$ cat config.mk
export PLATFORM = sky130hd
export DESIGN_NAME = uart_rx_fifo
export DESIGN_NICKNAME = d
export VERILOG_FILES = /design/src/rtl/uart_rx_fifo.sv
export SDC_FILE = /design/constraint.sdc
export NUM_CORES = 1
export LEC_CHECK = 0
export ABC_CLOCK_PERIOD_IN_PS = 2820
export CORE_MARGIN = 2
export CORE_UTILIZATION = 45
export CTS_CLUSTER_SIZE = 40
export DETAILED_ROUTE_END_ITERATION = 7
export GPL_ROUTABILITY_DRIVEN = 0
export PLACE_DENSITY_LB_ADDON = 0.05
export SETUP_SLACK_MARGIN = 0.1
export SLEW_MARGIN = 30
export SYNTH_ARGS = -nofsm -noshare
export SYNTH_HDL_FRONTEND = slang
export SYNTH_SLANG_ARGS = --single-unit
$ cat constraint.sdc
create_clock -name clk -period 2.82 [get_ports clk]
set_input_delay 0.564 -clock clk [delete_from_list [all_inputs] [get_ports clk]]
set_output_delay 0.564 -clock clk [all_outputs]
set_load 0.01 [all_outputs]
$ cat src/rtl/uart_rx_fifo.sv
// uart_rx_fifo: UART receiver with a show-ahead output FIFO and one-cycle
// error pulses (frame, parity, overrun). The line is synchronised, the start
// bit is confirmed at mid-bit, and every later bit is sampled at mid-bit.
// Optional parity bit: define UART_RX_PARITY_EN.
//
// state   | meaning
// IDLE    | line idle, waiting for rxs low
// START   | half-bit wait, confirm start bit at its middle
// DATA    | sample DATA_WIDTH data bits, LSB first
// PARITY  | sample the parity bit (UART_RX_PARITY_EN only)
// STOP    | sample STOP_BITS stop bits, commit on the last one
// RECOVER | a stop bit was low, wait for the line to return high
module uart_rx_fifo #(
  parameter int DATA_WIDTH = 8,
  parameter int BAUD_RATE  = 115200,
  parameter int CLK_FREQ   = 100_000_000,
  parameter int STOP_BITS  = 1,
  parameter int FIFO_DEPTH = 4,
  parameter int PARITY_ODD = 0
) (
  input  logic                        clk,
  input  logic                        rst,
  input  logic                        rx,
  output logic [DATA_WIDTH-1:0]       m_data,
  output logic                        m_valid,
  input  logic                        m_ready,
  output logic [$clog2(FIFO_DEPTH):0] fifo_count,
  output logic                        busy,
  output logic                        frame_err,
  output logic                        parity_err,
  output logic                        overrun_err
);

  localparam int PULSE_WIDTH = CLK_FREQ / BAUD_RATE;
  localparam int TW = $clog2(PULSE_WIDTH) + 1;
  localparam int BW = $clog2(DATA_WIDTH);
  localparam int AW = $clog2(FIFO_DEPTH);
  localparam int CW = AW + 1;
  localparam logic [TW-1:0] T_FULL    = TW'(PULSE_WIDTH - 1);
  localparam logic [TW-1:0] T_HALF    = TW'(PULSE_WIDTH / 2 - 1);
  localparam logic [BW-1:0] LAST_BIT  = BW'(DATA_WIDTH - 1);
  localparam logic          STOP_LAST = 1'(STOP_BITS == 2);
  localparam logic [CW-1:0] DEPTH     = CW'(FIFO_DEPTH);

  typedef enum logic [2:0] {
    S_IDLE, S_START, S_DATA, S_PARITY, S_STOP, S_RECOVER
  } state_t;

  state_t state, state_nx;

  logic                  rx_meta, rxs;
  logic [TW-1:0]         timer;
  logic                  tick;
  logic [BW-1:0]         bit_idx;
  logic                  stop_idx;
  logic [DATA_WIDTH-1:0] data_sr;
  logic                  par_bit, par_exp, parity_ok;

  logic load_half, load_full, shift_en, par_en, stop_next, stop_bad, commit;

  logic [DATA_WIDTH-1:0] mem [FIFO_DEPTH];
  logic [AW-1:0]         wr_ptr, rd_ptr;
  logic                  push, pop, space;

  assign tick = (timer == '0);

  // two-flop synchroniser, idles high out of reset
  always_ff @(posedge clk or posedge rst)
    if (rst) {rxs, rx_meta} <= 2'b11;
    else     {rxs, rx_meta} <= {rx_meta, rx};

  // state register
  always_ff @(posedge clk or posedge rst)
    if (rst) state <= S_IDLE;
    else     state <= state_nx;

  // next-state decode
  always_comb begin
    state_nx = state;
    case (state)
      S_IDLE:    if (!rxs) state_nx = S_START;
      S_START:   if (tick) state_nx = rxs ? S_IDLE : S_DATA;
      S_DATA:
        if (tick && bit_idx == LAST_BIT)
`ifdef UART_RX_PARITY_EN
          state_nx = S_PARITY;
`else
          state_nx = S_STOP;
`endif
      S_PARITY:  if (tick) state_nx = S_STOP;
      S_STOP:
        if (tick) begin
          if (!rxs)                       state_nx = S_RECOVER;
          else if (stop_idx == STOP_LAST) state_nx = S_IDLE;
        end
      S_RECOVER: if (rxs) state_nx = S_IDLE;
      default:   state_nx = S_IDLE;
    endcase
  end

  // per-state control strobes
  always_comb begin
    load_half = 1'b0;
    load_full = 1'b0;
    shift_en  = 1'b0;
    par_en    = 1'b0;
    stop_next = 1'b0;
    stop_bad  = 1'b0;
    commit    = 1'b0;
    busy      = (state != S_IDLE);
    case (state)
      S_IDLE:   load_half = !rxs;
      S_START:  load_full = tick;
      S_DATA: begin
        load_full = tick;
        shift_en  = tick;
      end
      S_PARITY: begin
        load_full = tick;
        par_en    = tick;
      end
      S_STOP: begin
        load_full = tick;
        stop_bad  = tick && !rxs;
        commit    = tick && rxs && (stop_idx == STOP_LAST);
        stop_next = tick && rxs && (stop_idx != STOP_LAST);
      end
      default: ;
    endcase
  end

  // bit timer, bit counters and data shift register
  always_ff @(posedge clk or posedge rst)
    if (rst) begin
      timer    <= '0;
      bit_idx  <= '0;
      stop_idx <= 1'b0;
      data_sr  <= '0;
    end else begin
      if (load_half)      timer <= T_HALF;
      else if (load_full) timer <= T_FULL;
      else if (!tick)     timer <= timer - 1'b1;

      if (shift_en)             bit_idx <= bit_idx + 1'b1;
      else if (state != S_DATA) bit_idx <= '0;

      if (stop_next)            stop_idx <= 1'b1;
      else if (state != S_STOP) stop_idx <= 1'b0;

      if (shift_en) data_sr <= {rxs, data_sr[DATA_WIDTH-1:1]};
    end

  assign par_exp   = (^data_sr) ^ 1'(PARITY_ODD);
  assign parity_ok = (par_bit == par_exp);

`ifdef UART_RX_PARITY_EN
  // parity bit captured at its mid-bit
  always_ff @(posedge clk or posedge rst)
    if (rst)         par_bit <= 1'b0;
    else if (par_en) par_bit <= rxs;

  // parity mismatch pulse at commit time
  always_ff @(posedge clk or posedge rst)
    if (rst) parity_err <= 1'b0;
    else     parity_err <= commit && !parity_ok;
`else
  // no parity bit on the line, so the word always checks out
  assign par_bit    = par_exp;
  assign parity_err = 1'b0;
`endif

  // a simultaneous pop frees a slot for this cycle's push
  assign pop   = m_valid && m_ready;
  assign space = (fifo_count < DEPTH) || pop;
  assign push  = commit && parity_ok && space;

  // frame and overrun pulses
  always_ff @(posedge clk or posedge rst)
    if (rst) begin
      frame_err   <= 1'b0;
      overrun_err <= 1'b0;
    end else begin
      frame_err   <= stop_bad;
      overrun_err <= commit && parity_ok && !space;
    end

  // FIFO storage, cleared so the head reads 0 out of reset
  always_ff @(posedge clk or posedge rst)
    if (rst) begin
      for (int i = 0; i < FIFO_DEPTH; i++) mem[i] <= '0;
    end else if (push) begin
      mem[wr_ptr] <= data_sr;
    end

  // FIFO pointers and occupancy; pointers wrap by width
  always_ff @(posedge clk or posedge rst)
    if (rst) begin
      wr_ptr     <= '0;
      rd_ptr     <= '0;
      fifo_count <= '0;
    end else begin
      if (push) wr_ptr <= wr_ptr + 1'b1;
      if (pop)  rd_ptr <= rd_ptr + 1'b1;
      case ({push, pop})
        2'b10:   fifo_count <= fifo_count + 1'b1;
        2'b01:   fifo_count <= fifo_count - 1'b1;
        default: ;
      endcase
    end

  assign m_valid = (fifo_count != '0);
  assign m_data  = mem[rd_ptr];

endmodule

Word level (Yosys, flattened, before mapping):

Index checks and enable logic that the tools add are counted.

* add/subtract/negate cells: 6
* multiply operators: 0
* divide/modulo/power cells: 0
* magnitude comparators: 4
* equality and inequality tests: 18
* shift operators: 0
* muxes and demuxes: 30
* bitwise gates (word level): 3
* reduce and logical (&&, ||, !) cells: 21

Operator list (count)
* $mux W11: 3
* $bwmux W32: 1
* $mux W3: 10
* $mux W8: 3
* $pmux W3 S6: 1
* $bmux W8 S2: 1
* $demux W8 S2: 1
* $ne A2 B2 Y1 const B: 6
* $logic_not A11 Y1: 1
* $sub A11 B1 Y11 const B: 1
* $eq A3 B3 Y1 const B: 3
* $logic_and A1 B1 Y1: 9
* $mux W1: 8
* $reduce_and A7 Y1: 1
* $add A3 B1 Y3 const B: 2
* $eq A3 B2 Y1 const B: 2
* $ge A3 B3 Y1 const B: 2
* $ne A3 B3 Y1 const B: 2
* $not A2 Y3: 2
* $pmux W3 S2: 1
* $reduce_bool A2 Y1: 3
* $reduce_bool A3 Y1: 2
* $add A2 B1 Y2 const B: 2
* $reduce_or A4 Y1: 1
* 13 further kinds: 14

* register bits after elaboration: 69
* latch bits: 0
* RAM bits: 0
* memory bits (read-only): 0
* input bits: 4
* word-level logic and storage cells: 98
* memories: 0

Depth between registers and ports, before layout:

* depth in word-level cells: 7
* gate-level depth with buffers: 11
* depth with buffers taken out: 11

Least setup slack after synthesis:

OpenSTA, ideal clock, no wires.

* path kind: reg-to-reg
* start: register timer[0]
* end: register fifo_count[2]
* library setup time: 127 ps
* arrival time: 2467 ps
* data required time: 2693 ps
* path slack: 226 ps
* stages on the path, launching flop included: 12
* path buffers: 0
* period minus slack after synthesis: 2594 ps
* cells stage by stage: dfrtp_1 inv_1 ha_1 nor3b_2 nand3_4 nor3b_2 inv_1 ha_1 fa_1 xnor2_1 nor2_1 xor2_1

* word-level cells in the longest chain between the ends: 7
* elaborated cells between the ends (all ways): 9
* those cells by class: 2 x eq/ne; 2 x mux; 5 x reduce/logical

Ends and longest elaborated chain
* start, declared: RTL line 52 `logic [TW-1:0] timer;`
* start signal, assigned: RTL line 142 `else if (!tick) timer <= timer - 1'b1;`
* $logic_not A11 Y1 (*): RTL line 65 `assign tick = (timer == '0);`
* $logic_and A1 B1 Y1 (*) (2 in series): RTL line 125 `commit = tick && rxs && (stop_idx == STOP_LAST);`
* $mux W1 (*): RTL line 111 `case (state)`
* $logic_and A1 B1 Y1 (*): RTL line 175 `assign push = commit && parity_ok && space;`
* $eq A2 B1 Y1 or $eq A2 B2 Y1 (tied branches): RTL line 204 `case ({push, pop})`
* $pmux W3 S2 or $reduce_bool A2 Y1 (tied branches)
* end signal, assigned: RTL line 205 `2'b10: fifo_count <= fifo_count + 1'b1;`
* end signal, assigned: RTL line 206 `2'b01: fifo_count <= fifo_count - 1'b1;`
* end, declared: RTL line 27 `output logic [$clog2(FIFO_DEPTH):0] fifo_count,`

Every way passes the cells marked *; elsewhere a longest branch is shown, timed or not.
A chain may end at the register's enable or synchronous reset.

Worst setup path after layout:

Ends and elaborated chain as after synthesis.

==> impl_metrics.json <==
{
  "cts_tree": "done",
  "stdcell_area_um2": 3816,
  "layout_commonest_cell": "dfrtp_1",
  "cts_max_level": 3,
  "drc_errors": 0,
  "cts_buffers": 9,
  "ys_seq_elements": 69,
  "yosysUniqueCellTypes": 44,
  "critical_path_arrival_ns": 2.76,
  "place_area_um2": 3587,
  "max_freq_mhz": 396.3,
  "die_w_um": 88.83,
  "yosys_warnings": 0,
  "finalSetupViolations": 0,
  "antenna_found_initial": 0,
  "area_growth_pct": 17.85,
  "synth_nets": 251,
  "fin_crit_ns": 2.523,
  "drive_above_1_share": 0.3297,
  "die_h_um": 88.83,
  "syn_area_um2": 3238,
  "cts_buffer_depth": 2,
  "rsz0062_at_grt": "false",
  "wl_per_cell_um": 15.89,
  "end_kind": "flop",
  "fin_setup_tns_ns": 0,
  "power.density_nw_per_um2": 604.9,
  "crit_type": "flop to flop",
  "slowest_stage": "dfrtp_1",
  "die-area_um2": 7891,
  "grt_max_degree": 70,
  "crit_path_max_incr_delay_ns": 0.40,
  "leakagePower_nw": 1.741,
  "clock_skew_ns": 0.009668,
  "grt_pass1_wl_um": 10120,
  "maxSlewHeadroom": 0.4863,
  "worst-path-buf-inv": 2,
  "post-route-period-util": 0.8947,
  "grt_usage": 0.1750,
  "cpLargestDelayFamily": "adder cells",
  "maxCapViolCount": 0,
  "final_cell_mix": "67 x dfrtp_1, 40 x mux2_2, 18 x clkdlybuf4s50_1",
  "finalWirelength_um": 5862,
  "path_max_fanout": 4,
  "avgViaCountPerCell": 5.187,
  "slew_violations": 0,
  "cp.required_ns": 3.06,
  "start_util": 0.4714,
  "peakVddDrop_uv": 391.9,
  "fin_nets": 281,
  "cts-root-buf": "clkbuf_8",
  "dr.pass1.iters": 4,
  "clk_pin_slew_worst_paths_ns": 0.08,
  "ant_nets": 0,
  "hold_violations": 0,
  "hpwl_um": 3805,
  "io_pins": 20,
  "tightestPinTransition_ns": 0.7635,
  "diodes": 0,
  "avgSynthCellArea_um2": 13.61,
  "grt_pass1_vias": 2020,
  "port_buffers": 18,
  "drtIter0Drc": 104,
  "yosysSeqAreaShare": 0.5340,
  "synth_cells": 238,
  "num_rows": 30,
  "crit_chain": "inv_1 -> ha_1 -> nor3b_4 -> nand3_4 -> nor3b_2 -> inv_1 -> ha_1 -> fa_1 -> xnor2_1 -> nor2_1 -> xor2_1",
  "coreArea_um2": 6869,
  "worst_setup_path_start_kind": "flop",
  "num-fill-cells": 605,
  "grt_overflow": 0,
  "status": "complete, no violations",
  "clock_sinks": 69,
  "hold_path.class": "flop to flop",
  "clock_latency_ns": 0.35,
  "vias": 1914
}
-- where the power goes --
group / internal, mW / switching [mW] / leakage, nW
Sequential: 1.03 / 0.0645 / 0.926
Clock: 0.502 / 0.399 / 0.110
Combinational: 0.173 / 0.139 / 0.706
Total: 1.71 / 0.603 / 1.74
-- cells in the mapped netlist (all sizes together) --
cell     number  area share
fa            1      0.0062
o22ai         1      0.0019
inv           6      0.0070
nand2        13       0.015
nor3b         6       0.019
or3b          1      0.0027
o21ba         1      0.0031
a32o          1      0.0031
and3          1      0.0019
mux4          8       0.056
nand2b        7       0.014
o2111ai       1      0.0027
xnor2         7       0.019
nand3b        3      0.0081
xor2          3      0.0081
ha            8       0.031
a21oi         6      0.0093
conb          1      0.0012
nor3         11       0.032
o31ai         3      0.0070
nor2          8      0.0093
dfrtp        67        0.52
clkbuf        6      0.0070
mux2         42        0.15
o21ai         3      0.0046
or3           2      0.0039
nand3         2      0.0070
buf           3      0.0050
a211oi        5       0.012
a211o         3      0.0081
nor4          2      0.0085
dfstp         2       0.016
nor2b         2      0.0039
and2          2      0.0039
-- stage by stage --
stage                     worst slack (ns)  hold slack (ns)    util  power (mW)  std cells
after floorplan                     0.2261           0.3452       -       1.309        238
after global placement              0.2631           0.3476  0.5222       1.431        353
after detailed placement            0.2278           0.3543  0.5222       1.434        353
after CTS                           0.2456           0.3606  0.5546       2.339        369
after global routing                0.1161           0.3645  0.5556       2.433        369
final                               0.2969           0.3576  0.5556       2.308        369
-- registers in the layout, indices dropped and copies added, names as in the netlist, 2 cells and up --
register / count
wr_ptr: 2
fifo_count: 3
timer: 11
mem: 32
data_sr: 8
bit_idx: 3
state: 3
rd_ptr: 2
-- layout make-up --
class,instances,area [µm²],share of cell area
tap,96,120.1,0.03148
inverter,6,22.52,0.005902
multi-input combinational,154,1454,0.3810
clock inverter,7,98.84,0.02590
timing repair buffer,28,267.8,0.07016
clock buffer,9,123.9,0.03246
sequential,69,1729,0.4531
-- what timing repair did --
action | CTS | global route
buffers inserted | 0 | 0
resized for setup | 0 | 1
hold buffers | 0 | 0
setup endpoints to repair | 0 | 1
-- layer usage --
layer  GRT usage  vias up  part of all wire
met3     0.04384       11             0.028
met4     0.08264        0             0.019
met1      0.2556      961              0.51
li1            -      916                 -
met5           0        -                 0
met2      0.2442       26              0.44
-- worst paths after layout --
check	start	end	slack (ns)	cells after the start
setup / recovery	timer[0]	fifo_count[2]	0.30	11
hold / removal	rx_meta	rxs	0.36	0
setup reg to reg	timer[0]	fifo_count[2]	0.30	11
hold reg to reg	rx_meta	rxs	0.36	0
max in group asynchronous	rst	rx_meta	1.89	3
min in group asynchronous	rst	timer[10]	0.60	3
-- kinds of logic (layout without fill, tap and decap cells) --
group	count (synthesis)	count (layout)	synth area share
AO/OA/AOI/OAI	24	24	0.05139
XOR/XNOR	10	10	0.02705
adder cells (fa/ha/maj)	9	9	0.03710
buffers and inverters	15	50	0.01893
flip-flops	69	69	0.5340
multiplexers	50	50	0.2017
other	1	1	0.001158
AND/OR/NAND/NOR	60	60	0.1287
No activity file was read; power rests on OpenSTA's default activity.
